$ cat config.mk
export PLATFORM = sky130hd
export DESIGN_NAME = uart_tx_fifo
export DESIGN_NICKNAME = d
export VERILOG_FILES = /design/src/rtl/uart_tx_fifo.sv
export SDC_FILE = /design/constraint.sdc
export NUM_CORES = 1
export LEC_CHECK = 0
export BUFFER_PORTS_ARGS = -buffer_cell sky130_fd_sc_hd__buf_2
export CORE_ASPECT_RATIO = 0.9
export CORE_MARGIN = 5
export CORE_UTILIZATION = 41
export CTS_CLUSTER_DIAMETER = 100
export CTS_CLUSTER_SIZE = 28
export DETAILED_ROUTE_END_ITERATION = 16
export PLACE_DENSITY = 0.6
export REMOVE_ABC_BUFFERS = 1
export SYNTH_ARGS = -nofsm -noshare
export SYNTH_HDL_FRONTEND = slang
export SYNTH_SLANG_ARGS = --single-unit
$ cat constraint.sdc
create_clock -name sys_clk -period 3.85 [get_ports sys_clk]
set_clock_uncertainty 0.05 [all_clocks]
set_input_delay 0.1925 -clock sys_clk [delete_from_list [all_inputs] [get_ports sys_clk]]
set_output_delay 0.1925 -clock sys_clk [all_outputs]
set_load 0.01 [all_outputs]
$ cat src/rtl/uart_tx_fifo.sv
// Buffered 8N1 UART transmitter: a valid/ready byte FIFO feeds a
// START/DATA/STOP serialiser. Frames run back-to-back with no idle gap.
module uart_tx_fifo #(
  parameter int UART_BPS   = 9600,
  parameter int CLK_FREQ   = 50_000_000,
  parameter int FIFO_DEPTH = 16
) (
  input  logic                          sys_clk,
  input  logic                          sys_rst,
  input  logic [7:0]                    pi_data,
  input  logic                          pi_valid,
  output logic                          pi_ready,
  output logic                          tx,
  output logic                          busy,
  output logic [$clog2(FIFO_DEPTH):0]   fifo_cnt,
  output logic                          ovf_pulse
);

  localparam int DATA_W      = 8;
  localparam int BIT_CNT_MAX = CLK_FREQ / UART_BPS;
  localparam int AW          = $clog2(FIFO_DEPTH);
  localparam int BAUD_W      = $clog2(BIT_CNT_MAX + 1);
  localparam int IDX_W       = $clog2(DATA_W);

  localparam logic [BAUD_W-1:0] BAUD_LAST = BAUD_W'(BIT_CNT_MAX - 1);
  localparam logic [AW:0]       DEPTH_CNT = (AW + 1)'(FIFO_DEPTH);
  localparam logic [IDX_W-1:0]  LAST_IDX  = IDX_W'(DATA_W - 1);

  typedef enum logic [1:0] {
    IDLE  = 2'd0,
    START = 2'd1,
    DATA  = 2'd2,
    STOP  = 2'd3
  } state_t;

  state_t              r_state;
  state_t              w_state_nxt;
  logic [BAUD_W-1:0]   r_baud;
  logic [IDX_W-1:0]    r_bit;
  logic [IDX_W-1:0]    w_bit_nxt;
  logic [DATA_W-1:0]   r_shift;
  logic                r_tx;
  logic                w_tx_nxt;
  logic                w_pop;
  logic                w_push;
  logic                w_ready;
  logic                w_empty;
  logic                w_bit_end;
  logic [AW-1:0]       r_wr_ptr;
  logic [AW-1:0]       r_rd_ptr;
  logic [AW:0]         r_cnt;
  logic [DATA_W-1:0]   r_mem [FIFO_DEPTH];
  logic                r_ovf;

  // Full blocks a push even if the serialiser pops in the same cycle.
  assign w_ready   = (r_cnt != DEPTH_CNT);
  assign w_empty   = (r_cnt == '0);
  assign w_push    = pi_valid && w_ready;
  assign w_bit_end = (r_baud == BAUD_LAST);

  assign pi_ready  = w_ready;
  assign tx        = r_tx;
  assign busy      = (r_state != IDLE) || !w_empty;
  assign fifo_cnt  = r_cnt;
  assign ovf_pulse = r_ovf;

  // FIFO storage write; data is not reset, only the pointers are.
  always_ff @(posedge sys_clk) begin
    if (w_push) begin
      r_mem[r_wr_ptr] <= pi_data;
    end
  end

  // FIFO pointers and occupancy; pointers wrap naturally at power-of-2 depth.
  always_ff @(posedge sys_clk) begin
    if (sys_rst) begin
      r_wr_ptr <= '0;
      r_rd_ptr <= '0;
      r_cnt    <= '0;
    end else begin
      if (w_push) r_wr_ptr <= r_wr_ptr + 1'b1;
      if (w_pop)  r_rd_ptr <= r_rd_ptr + 1'b1;
      case ({w_push, w_pop})
        2'b10:   r_cnt <= r_cnt + 1'b1;
        2'b01:   r_cnt <= r_cnt - 1'b1;
        default: r_cnt <= r_cnt;
      endcase
    end
  end

  // Rejected write attempt flag, visible the cycle after the attempt.
  always_ff @(posedge sys_clk) begin
    if (sys_rst) r_ovf <= 1'b0;
    else         r_ovf <= pi_valid && !w_ready;
  end

  // Baud counter: parked at 0 while idle, reloads on every bit boundary.
  always_ff @(posedge sys_clk) begin
    if (sys_rst || r_state == IDLE) r_baud <= '0;
    else if (w_bit_end)             r_baud <= '0;
    else                            r_baud <= r_baud + 1'b1;
  end

  // Shift register: loaded from the FIFO head on pop, shifted after each data bit.
  always_ff @(posedge sys_clk) begin
    if (w_pop) begin
      r_shift <= r_mem[r_rd_ptr];
    end else if (r_state == DATA && w_bit_end) begin
      r_shift <= r_shift >> 1;
    end
  end

  // FSM state, bit index and registered line output.
  always_ff @(posedge sys_clk) begin
    if (sys_rst) begin
      r_state <= IDLE;
      r_bit   <= '0;
      r_tx    <= 1'b1;
    end else begin
      r_state <= w_state_nxt;
      r_bit   <= w_bit_nxt;
      r_tx    <= w_tx_nxt;
    end
  end

  // Next-state, pop request and next line level; tx is driven a cycle ahead
  // so that it changes on the same edge as the state.
  always_comb begin
    w_state_nxt = r_state;
    w_bit_nxt   = r_bit;
    w_tx_nxt    = r_tx;
    w_pop       = 1'b0;
    case (r_state)
      IDLE: begin
        w_tx_nxt = 1'b1;
        if (!w_empty) begin
          w_pop       = 1'b1;
          w_state_nxt = START;
          w_tx_nxt    = 1'b0;
        end
      end
      START: begin
        if (w_bit_end) begin
          w_state_nxt = DATA;
          w_bit_nxt   = '0;
          w_tx_nxt    = r_shift[0];
        end
      end
      DATA: begin
        if (w_bit_end) begin
          if (r_bit == LAST_IDX) begin
            w_state_nxt = STOP;
            w_tx_nxt    = 1'b1;
          end else begin
            w_bit_nxt = r_bit + 1'b1;
            w_tx_nxt  = r_shift[1];
          end
        end
      end
      STOP: begin
        if (w_bit_end) begin
          if (!w_empty) begin
            w_pop       = 1'b1;
            w_state_nxt = START;
            w_tx_nxt    = 1'b0;
          end else begin
            w_state_nxt = IDLE;
            w_tx_nxt    = 1'b1;
          end
        end
      end
      default: begin
        w_state_nxt = IDLE;
        w_tx_nxt    = 1'b1;
      end
    endcase
  end

endmodule
After elaboration in Yosys (flattened, before gate mapping). Memory sizes are Yosys's and may differ from the RTL's. A register that Yosys moved wholly into a read port is not among the register bits. Cells that the tools add are included.

Output and inout port bits: 9. Register bits after elaboration: 41. RAM bits: 128. Bits of input ports: 11. Memories: 1.

Reductions and logical operators: 17. Equality and inequality tests: 14. Mux-type cells: 27. $add $sub $neg: 6.

Memories: r_mem (words 16, width 8, rd ports 1, clocked after memory_dff 1, write ports 1, RTL line 52) `logic [DATA_W-1:0] r_mem [FIFO_DEPTH];`.

Operators with widths (number): two-way mux 8 bit (2); adder 13 x 1 -> 13 bit, second input constant (1); == test 13 bit, second input constant (1); two-way mux 1 bit (10); two-way mux 2 bit (5); inequality test 2 bit, second input constant (5); case mux 5 bit (2 select lines) (1); two-way mux 3 bit (3); adder 4 x 1 -> 4 bit, second input constant (2); two-way mux 4 bit (2); case mux 2 bit (4 select lines) (1); nonzero test 2 bit (4); == test 2 bit, second input constant (3); case mux 3 bit (2 select lines) (1); adder 5 x 1 -> 5 bit, second input constant (1); zero test 5 bit (1); inequality test 5 bit, second input constant (1); AND reduction 5 bit (1); subtractor 5 x 1 -> 5 bit, second input constant (1); == test 2 x 1 -> 1 bit, second input constant (2); case mux 1 bit (4 select lines) (1); AND reduction 4 bit (1); adder 3 x 1 -> 3 bit, second input constant (1); == test 3 bit, second input constant (1); other kinds (8) (12).

Longest topological paths before layout. Gate-level depths: netlist (run 1).

Depth after elaboration: 6. Mapped depth: 13. Depth with buffers taken out: 11.

Worst setup path before layout (run 1). Ideal clock, no wire load.

Path type: register to register. From: reg r_cnt[1] (netlist: fifo_cnt[1]). To: reg r_cnt[4] (netlist: fifo_cnt[4]). Arrival time: 3.099 ns. Data required time: 3.743 ns. Stages on the path, launching flop included: 14. Library setup time: 0.057 ns. Setup slack: 0.644 ns. Cells stage by stage: dfxtp_1 -> clkbuf_1 -> nor4_2 -> a21o_1 -> nor2_2 -> buf_4 -> ha_1 -> clkbuf_1 -> xor2_1 -> ha_1 -> a31o_2 -> or4_1 -> a21boi_0 -> or3b_1.

Word-level cells in the longest chain between the ends: 6. Elaborated cells on any way between the ends: 12.

Ends and longest elaborated chain: from (decl) (RTL line 51) `logic [AW:0] r_cnt;`; from (signal assigned) (RTL line 84) `2'b10: r_cnt <= r_cnt + 1'b1;`; from (signal assigned) (RTL line 85) `2'b01: r_cnt <= r_cnt - 1'b1;`; from (signal assigned) (RTL line 86) `default: r_cnt <= r_cnt;`; zero test 5 bit (*) (RTL line 57) `assign w_empty = (r_cnt == '0);`; two-way mux 1 bit (*) (RTL line 136, 162); two-way mux 1 bit (RTL line 161) `if (w_bit_end) begin`; case mux 1 bit (2 select lines) (*) (RTL line 133) `case (r_state)`; net w_pop (RTL line 44) `logic w_pop;`; == test 2 x 1 -> 1 bit / == test 2 bit (equally long branches) (RTL line 83) `case ({w_push, w_pop})`; case mux 5 bit (2 select lines) / nonzero test 2 bit (equally long branches).

Mark *: on every way through the listed nets, which the timed path passes. The rest lies on a longest branch. A chain may end at the register's enable or synchronous reset.

Final worst setup path (run 1).
From: reg r_cnt[1] (netlist: fifo_cnt[1]). To: reg r_cnt[4] (netlist: fifo_cnt[4]).

Word-level cells in the longest chain between the ends: 6. Elaborated cells on any way between the ends: 12.

Ends and longest elaborated chain (RTL line): zero test 5 bit (57); two-way mux 1 bit (136, 162); two-way mux 1 bit (161); case mux 1 bit (2 select lines) (133); == test 2 x 1 -> 1 bit / == test 2 bit (equally long branches) (83); case mux 5 bit (2 select lines) / nonzero test 2 bit (equally long branches).

Several ways; a longest one is shown, not always the timed one.

==> run summary, run 1 <==
post-detail-place hpwl -> 8706 µm
die width -> 150.8 µm
HP Class -> primary input to flip-flop
pins over their slew limit -> 0
Tot Pwr -> 5.390 mW
TritonCTS Buffers -> 17
critical path's top delay family -> simple AND/OR/NAND/NOR gates
IO buf count -> 19
GPL Wtd Cong -> 0.7826
area of the multi-input gates -> 2302 µm²
r2r worst-path depth -> 10
total track usage -> 13.66%
Unique masters post-synth -> 53
layout cell share with drive strength beyond 1 -> 19.09%
register area share after synthesis -> 65.94%
non-filler instance count after layout -> 722
final-report hold violation count -> 0
final WL -> 12,990 µm
most common cell after layout, fill and taps aside -> edfxtp_1
Reg clk slew, reported paths -> 0.07 ns
Slowest-stage cell, CP -> nor4_2
FMAX -> 310.2 MHz
WL per Instance -> 17.99 µm
initial antenna violation count -> 0
PwrDens -> 658.6 nW/µm²
crit path DAT -> 3.55 ns
CP Class -> flip-flop to flip-flop
most used cell along the critical path -> ha_1
Worst R2R Start -> fifo_cnt[1]
Post-CTS Hold Buffers -> 0
CTS tree -> built
Yosys Warn Count -> 0
Overflow after GRT -> 0
max-capacitance violation count -> 0
required time worst endpoint -> 4.18 ns
Stages on worst setup path -> 10
Post-CTS Setup Bufs -> 0
Synth-to-Final Area Change -> 11.85%
ANT cells -> 0
clock sinks -> 173
slew margin rel. -> 43.44%
DR iter-0 viols -> 230
Clk Latency, worst-skew pair -> 0.43 ns
Hold EP -> ovf_pulse
syn avg cell area -> 16.44 µm²
fraction of registers with async set/reset -> 0%
core area -> 17,550 µm²
# fillers -> 1,520
Max VDD drop -> 0.3362 mV
crit-path max FO -> 12
row cnt -> 46
Cells after Synth -> 445
Placed Cells -> 690
final worst path period share -> 83.73%
Hold Path Cell Cnt -> 3
DR pass1 iterations -> 4
Final setup viols -> 0
CP bufs+invs -> 1
status -> finished, final reports clean
DIE AREA -> 20,620 µm²
hold_sp -> pi_valid
top cell type's share of synthesized area -> 55.81%
H-tree depth -> 4
synth top area cells -> edfxtp_1 56%, dfxtp_1 10%, mux4_2 7.1%
Primary FF master, synth -> edfxtp_1
Detail Route Antenna Nets -> 0
Ports -> 20
vias in the first global route -> 3,817
post-layout util -> 46.62%
largest net degree at the start of global routing -> 30
CP startpoint kind -> flip-flop
biggest area consumer among synthesized cells -> edfxtp_1
crit path cell chain -> nor4_2 > a21oi_1 > inv_1 > ha_1 > xor2_1 > ha_1 > a31o_2 > or4_1 > a21boi_0 > or3b_1
RSZ-0062 raised after global routing -> false
Via-to-Cell Ratio -> 5.255
NumNets Final -> 496
post-cts resize count -> 0
Initial Util -> 41.68%
#FFs+latches synth -> 173
setup TNS -> 0 ns
Synth Cell Area -> 7317 µm²
clock buffer depth -> 2
Crit. End Element -> flip-flop
worst r2r dst -> fifo_cnt[4]
Die H -> 136.7 µm
vias post-DR -> 3,794
EDFF count, synth -> 136
r2r setup slk -> 0.63 ns
fin crit period -> 3.224 ns
Seq. cell area -> 4826 µm²
first-pass GRT wire length -> 21,170 µm
drt drc -> 0
highest-count cells in the layout ignoring fill and taps -> 136 x edfxtp_1, 48 x nor2_1, 36 x dfxtp_1
slew at the pin with the worst max-slew slack -> 0.8453 ns
LEAKAGE -> 2.738 nW
slowest stage delay, CP -> 0.53 ns
root buf cell -> clkbuf_16
synthesized netlist by cell type (all sizes together), types with 2 or more instances:
cell type	n
or4	3
dfxtp	37
edfxtp	136
nor2	49
and3	3
inv	12
xnor2	8
a41oi	2
clkbuf	11
mux4	40
mux2i	3
xor2	12
nand2	18
nand3b	2
nand3	12
o21ai	5
buf	9
o2111ai	2
o31ai	3
a21o	2
ha	16
a221oi	2
nor2b	2
nand4	5
a21oi	10
nand2b	2
and2	2
mux2	8
a21boi	3
nor3	10
report_power, final:
part           switching, mW  total (mW)  internal (mW)
clock                  0.769        1.62          0.850
sequential             0.121        2.33           2.21
combinational          0.755        1.44          0.685
total                   1.64        5.39           3.75
final cells by class:
| class | instances | area share, % |
|---|---|---|
| Sequential cell | 173 | 58.97 |
| Multi-Input combinational cell | 239 | 28.13 |
| Clock buffer | 17 | 5.198 |
| Tap cell | 240 | 3.669 |
| Timing Repair Buffer | 26 | 1.957 |
| Clock inverter | 15 | 1.529 |
| Inverter | 12 | 0.5504 |
routing by layer:
| metal | routed length (µm) | track usage (%) |
|---|---|---|
| met1 | 6070 | 18.75 |
| met2 | 6244 | 21.45 |
| met3 | 546 | 4.007 |
| met4 | 130 | 3.676 |
| met5 | 0 | 0 |
cell families after synthesis:
logic type / count (synthesis) / share of synthesized area, %
flip-flops: 173 / 65.94
XOR/XNOR: 20 / 2.394
AO/OA/AOI/OAI: 37 / 3.489
adder cells (fa/ha/maj): 16 / 2.736
AND/OR/NAND/NOR: 115 / 7.661
multiplexers: 51 / 15.18
buffers and inverters: 33 / 2.599
worst reg2reg max path, delay by kind of cell (launching register included):
| family | cells | cell delay (ns) |
|---|---|---|
| xor+xnor | 1 | 0.13 |
| buf+inv | 1 | 0.12 |
| flops | 1 | 0.39 |
| simple gates | 3 | 1.10 |
| fa+ha+maj | 2 | 0.63 |
| compound gates | 3 | 0.75 |
worst max-delay path by stage:
| stage | slack (ns) | start | endpoint |
|---|---|---|---|
| after global routing | 0.31 | fifo_cnt[1] | fifo_cnt[4] |
| after global placement | 0.75 | fifo_cnt[1] | fifo_cnt[4] |
| final | 0.63 | fifo_cnt[1] | fifo_cnt[4] |
| after CTS | 0.64 | fifo_cnt[1] | fifo_cnt[4] |
| after detailed placement | 0.67 | fifo_cnt[1] | fifo_cnt[4] |
| after floorplan | 0.59 | r_baud[0] | fifo_cnt[4] |
registers in the layout (all words and copies together), names as in the netlist, named ones only:
signal,cells
r_state,2
tx,1
r_bit,3
r_mem,128
r_baud,13
r_rd_ptr,4
r_shift,8
fifo_cnt,5
r_wr_ptr,4
ovf_pulse,1
stage by stage:
step	setup slack [ns]	hold WS [ns]	cell area, µm²
2_1_floorplan	0.5855	0.2116	7172
3_3_place_gp	0.7519	0.3941	7634
3_5_place_dp	0.6717	0.4088	7634
4_1_cts	0.6397	0.01194	8184
5_1_grt	0.3135	0.04570	8184
6_report	0.6263	0.03274	8184
(Power assumes the default switching activity.)
==> inputs of run 2 (changes only) <==
Clock period 3.85 ns to 3.13 ns, I/O delays scaled along.
==> run 2 against run 1 <==
Critical path depth up 1; fmax increased by 11%; combinational power up 28%; non-clock buffer count is 17 higher; wire length grew 1.3%; hold slack improved by 0.030 ns.
==> run summary, run 2 (synthesis results as in run 1) <==
hold_sp -> pi_data[1]
switch share -> 28.94%
post-detail-place hpwl -> 8715 µm
CTS tree -> built
Final setup viols -> 0
crit path DAT -> 3.22 ns
post-layout util -> 47.52%
Comb pwr share -> 27.5%
status -> finished, final reports clean
TritonCTS Buffers -> 17
CP Class -> flip-flop to flip-flop
drt drc -> 0
root buf cell -> clkbuf_16
Max VDD drop -> 0.4196 mV
WL per Instance -> 17.84 µm
core area -> 17,550 µm²
DR iter-0 viols -> 249
slew at the pin with the worst max-slew slack -> 0.5253 ns
FMAX -> 344.2 MHz
post-route cell area -> 8342 µm²
total track usage -> 13.88%
slew margin rel. -> 64.98%
final hold slack -> 0.06282 ns
pins over their slew limit -> 0
highest-count cells in the layout ignoring fill and taps -> 136 x edfxtp_1, 48 x nor2_1, 36 x dfxtp_1
first-pass GRT wire length -> 21,550 µm
Crit. End Element -> flip-flop
largest registers -> r_mem: 128 flops, r_baud: 13 flops, r_shift: 8 flops
power share of the sequential group -> 42.2%
vias post-DR -> 3,809
row cnt -> 46
Synth-to-Final Area Change -> 14.00%
GPL Wtd Cong -> 0.7522
Switching Power -> 1.949 mW
setup TNS -> 0 ns
Clk Latency, worst-skew pair -> 0.42 ns
Overflow after GRT -> 0
Post-CTS Setup Bufs -> 0
Power Internal -> 4.786 mW
clock buffer depth -> 2
die width -> 150.8 µm
vias in the first global route -> 3,919
final worst path period share -> 92.82%
crit-path max FO -> 7
Ports -> 20
DR pass1 iterations -> 4
IO buf count -> 19
fin crit period -> 2.905 ns
DIE AREA -> 20,620 µm²
max-capacitance violation count -> 0
clock share of power -> 30.3%
initial antenna violation count -> 0
worst setup path startpoint -> r_baud[0]
NumNets Final -> 513
final-report hold violation count -> 0
most common cell after layout, fill and taps aside -> edfxtp_1
Die H -> 136.7 µm
PwrDens -> 807.4 nW/µm²
Reg clk slew, reported paths -> 0.07 ns
ANT cells -> 0
max reg flops -> 128
Detail Route Antenna Nets -> 0
clock sinks -> 173
LEAKAGE -> 2.823 nW
CP startpoint kind -> flip-flop
largest net degree at the start of global routing -> 33
Worst R2R Start -> r_baud[0]
Most flops, register -> r_mem
final WL -> 13,170 µm
Initial Util -> 41.68%
required time worst endpoint -> 3.44 ns
Via-to-Cell Ratio -> 5.161
placed cell areas -> 7754 µm²
layout cell share with drive strength beyond 1 -> 21.49%
RSZ-0062 raised after global routing -> false
HP Class -> primary input to flip-flop
H-tree depth -> 4
-- run 2: cell types whose count changed in the layout (fill, tap and decap cells not counted), sizes merged --
cell and delta:
inv -5, clkinvlp +1, dlygate4sd3 +1, buf +16
bufinv +2, clkbuf +2, clkinv -1
-- run 2: worst paths after layout --
path	slack, ns	cells after the start	to
max	0.22	11	fifo_cnt[4]
min	0.06	1	r_mem[11][1]
max reg2reg	0.22	11	fifo_cnt[4]
min reg2reg	0.41	1	r_baud[0]
-- run 2: power groups by stage --
| stage | logic [mW] | clock network (mW) | registers (mW) |
|---|---|---|---|
| 6_report | 1.85 | 2.04 | 2.84 |
| 5_1_grt | 2.04 | 2.21 | 2.86 |
| 4_1_cts | 1.87 | 2.10 | 2.84 |
| 3_5_place_dp | 1.86 | 0 | 2.89 |
| 3_3_place_gp | 1.82 | 0 | 2.88 |
| 2_1_floorplan | 1.25 | 0 | 2.94 |
-- run 2: repair_timing --
item	CTS	global route
hold endpoints to repair	1	0
gates resized for setup	0	2
hold buffers	1	0
endpoints found under the setup margin	0	1
-- run 2: area by class of cell --
cell class,instances,area (µm²)
fillers,1452,9213
well taps,240,300.3
clock buffers,19,432.9
flip-flops and latches,173,4826
inverters,12,45.04
clock inverters,12,135.1
multi-input cells,239,2312
repair buffers,43,290.3
-- run 2: through the flow --
stage          worst slack (ns)  cells  power [mW]
3_3_place_gp             0.1892    706       4.699
5_1_grt                 0.03475    738       7.111
2_1_floorplan           -0.1345    424       4.190
3_5_place_dp             0.1040    706       4.748
4_1_cts                 0.07427    738       6.809
6_report                 0.2247    738       6.735
-- run 2: metal layers --
metal	global-route usage [%]	wire length, µm
met2	22.09	6508
met3	3.477	409
met4	4.129	97
met1	18.99	6150
met5	0	0
-- run 2: critical path, cell delays in order, from the launching register on --
cell	delay [ns]
dfxtp_1	0.37
ha_1	0.24
and4b_1	0.28
a41oi_2	0.17
nor2_2	0.15
ha_2	0.26
xor2_1	0.10
ha_1	0.21
a31o_2	0.25
or4_1	0.46
a21boi_0	0.17
or3b_1	0.12
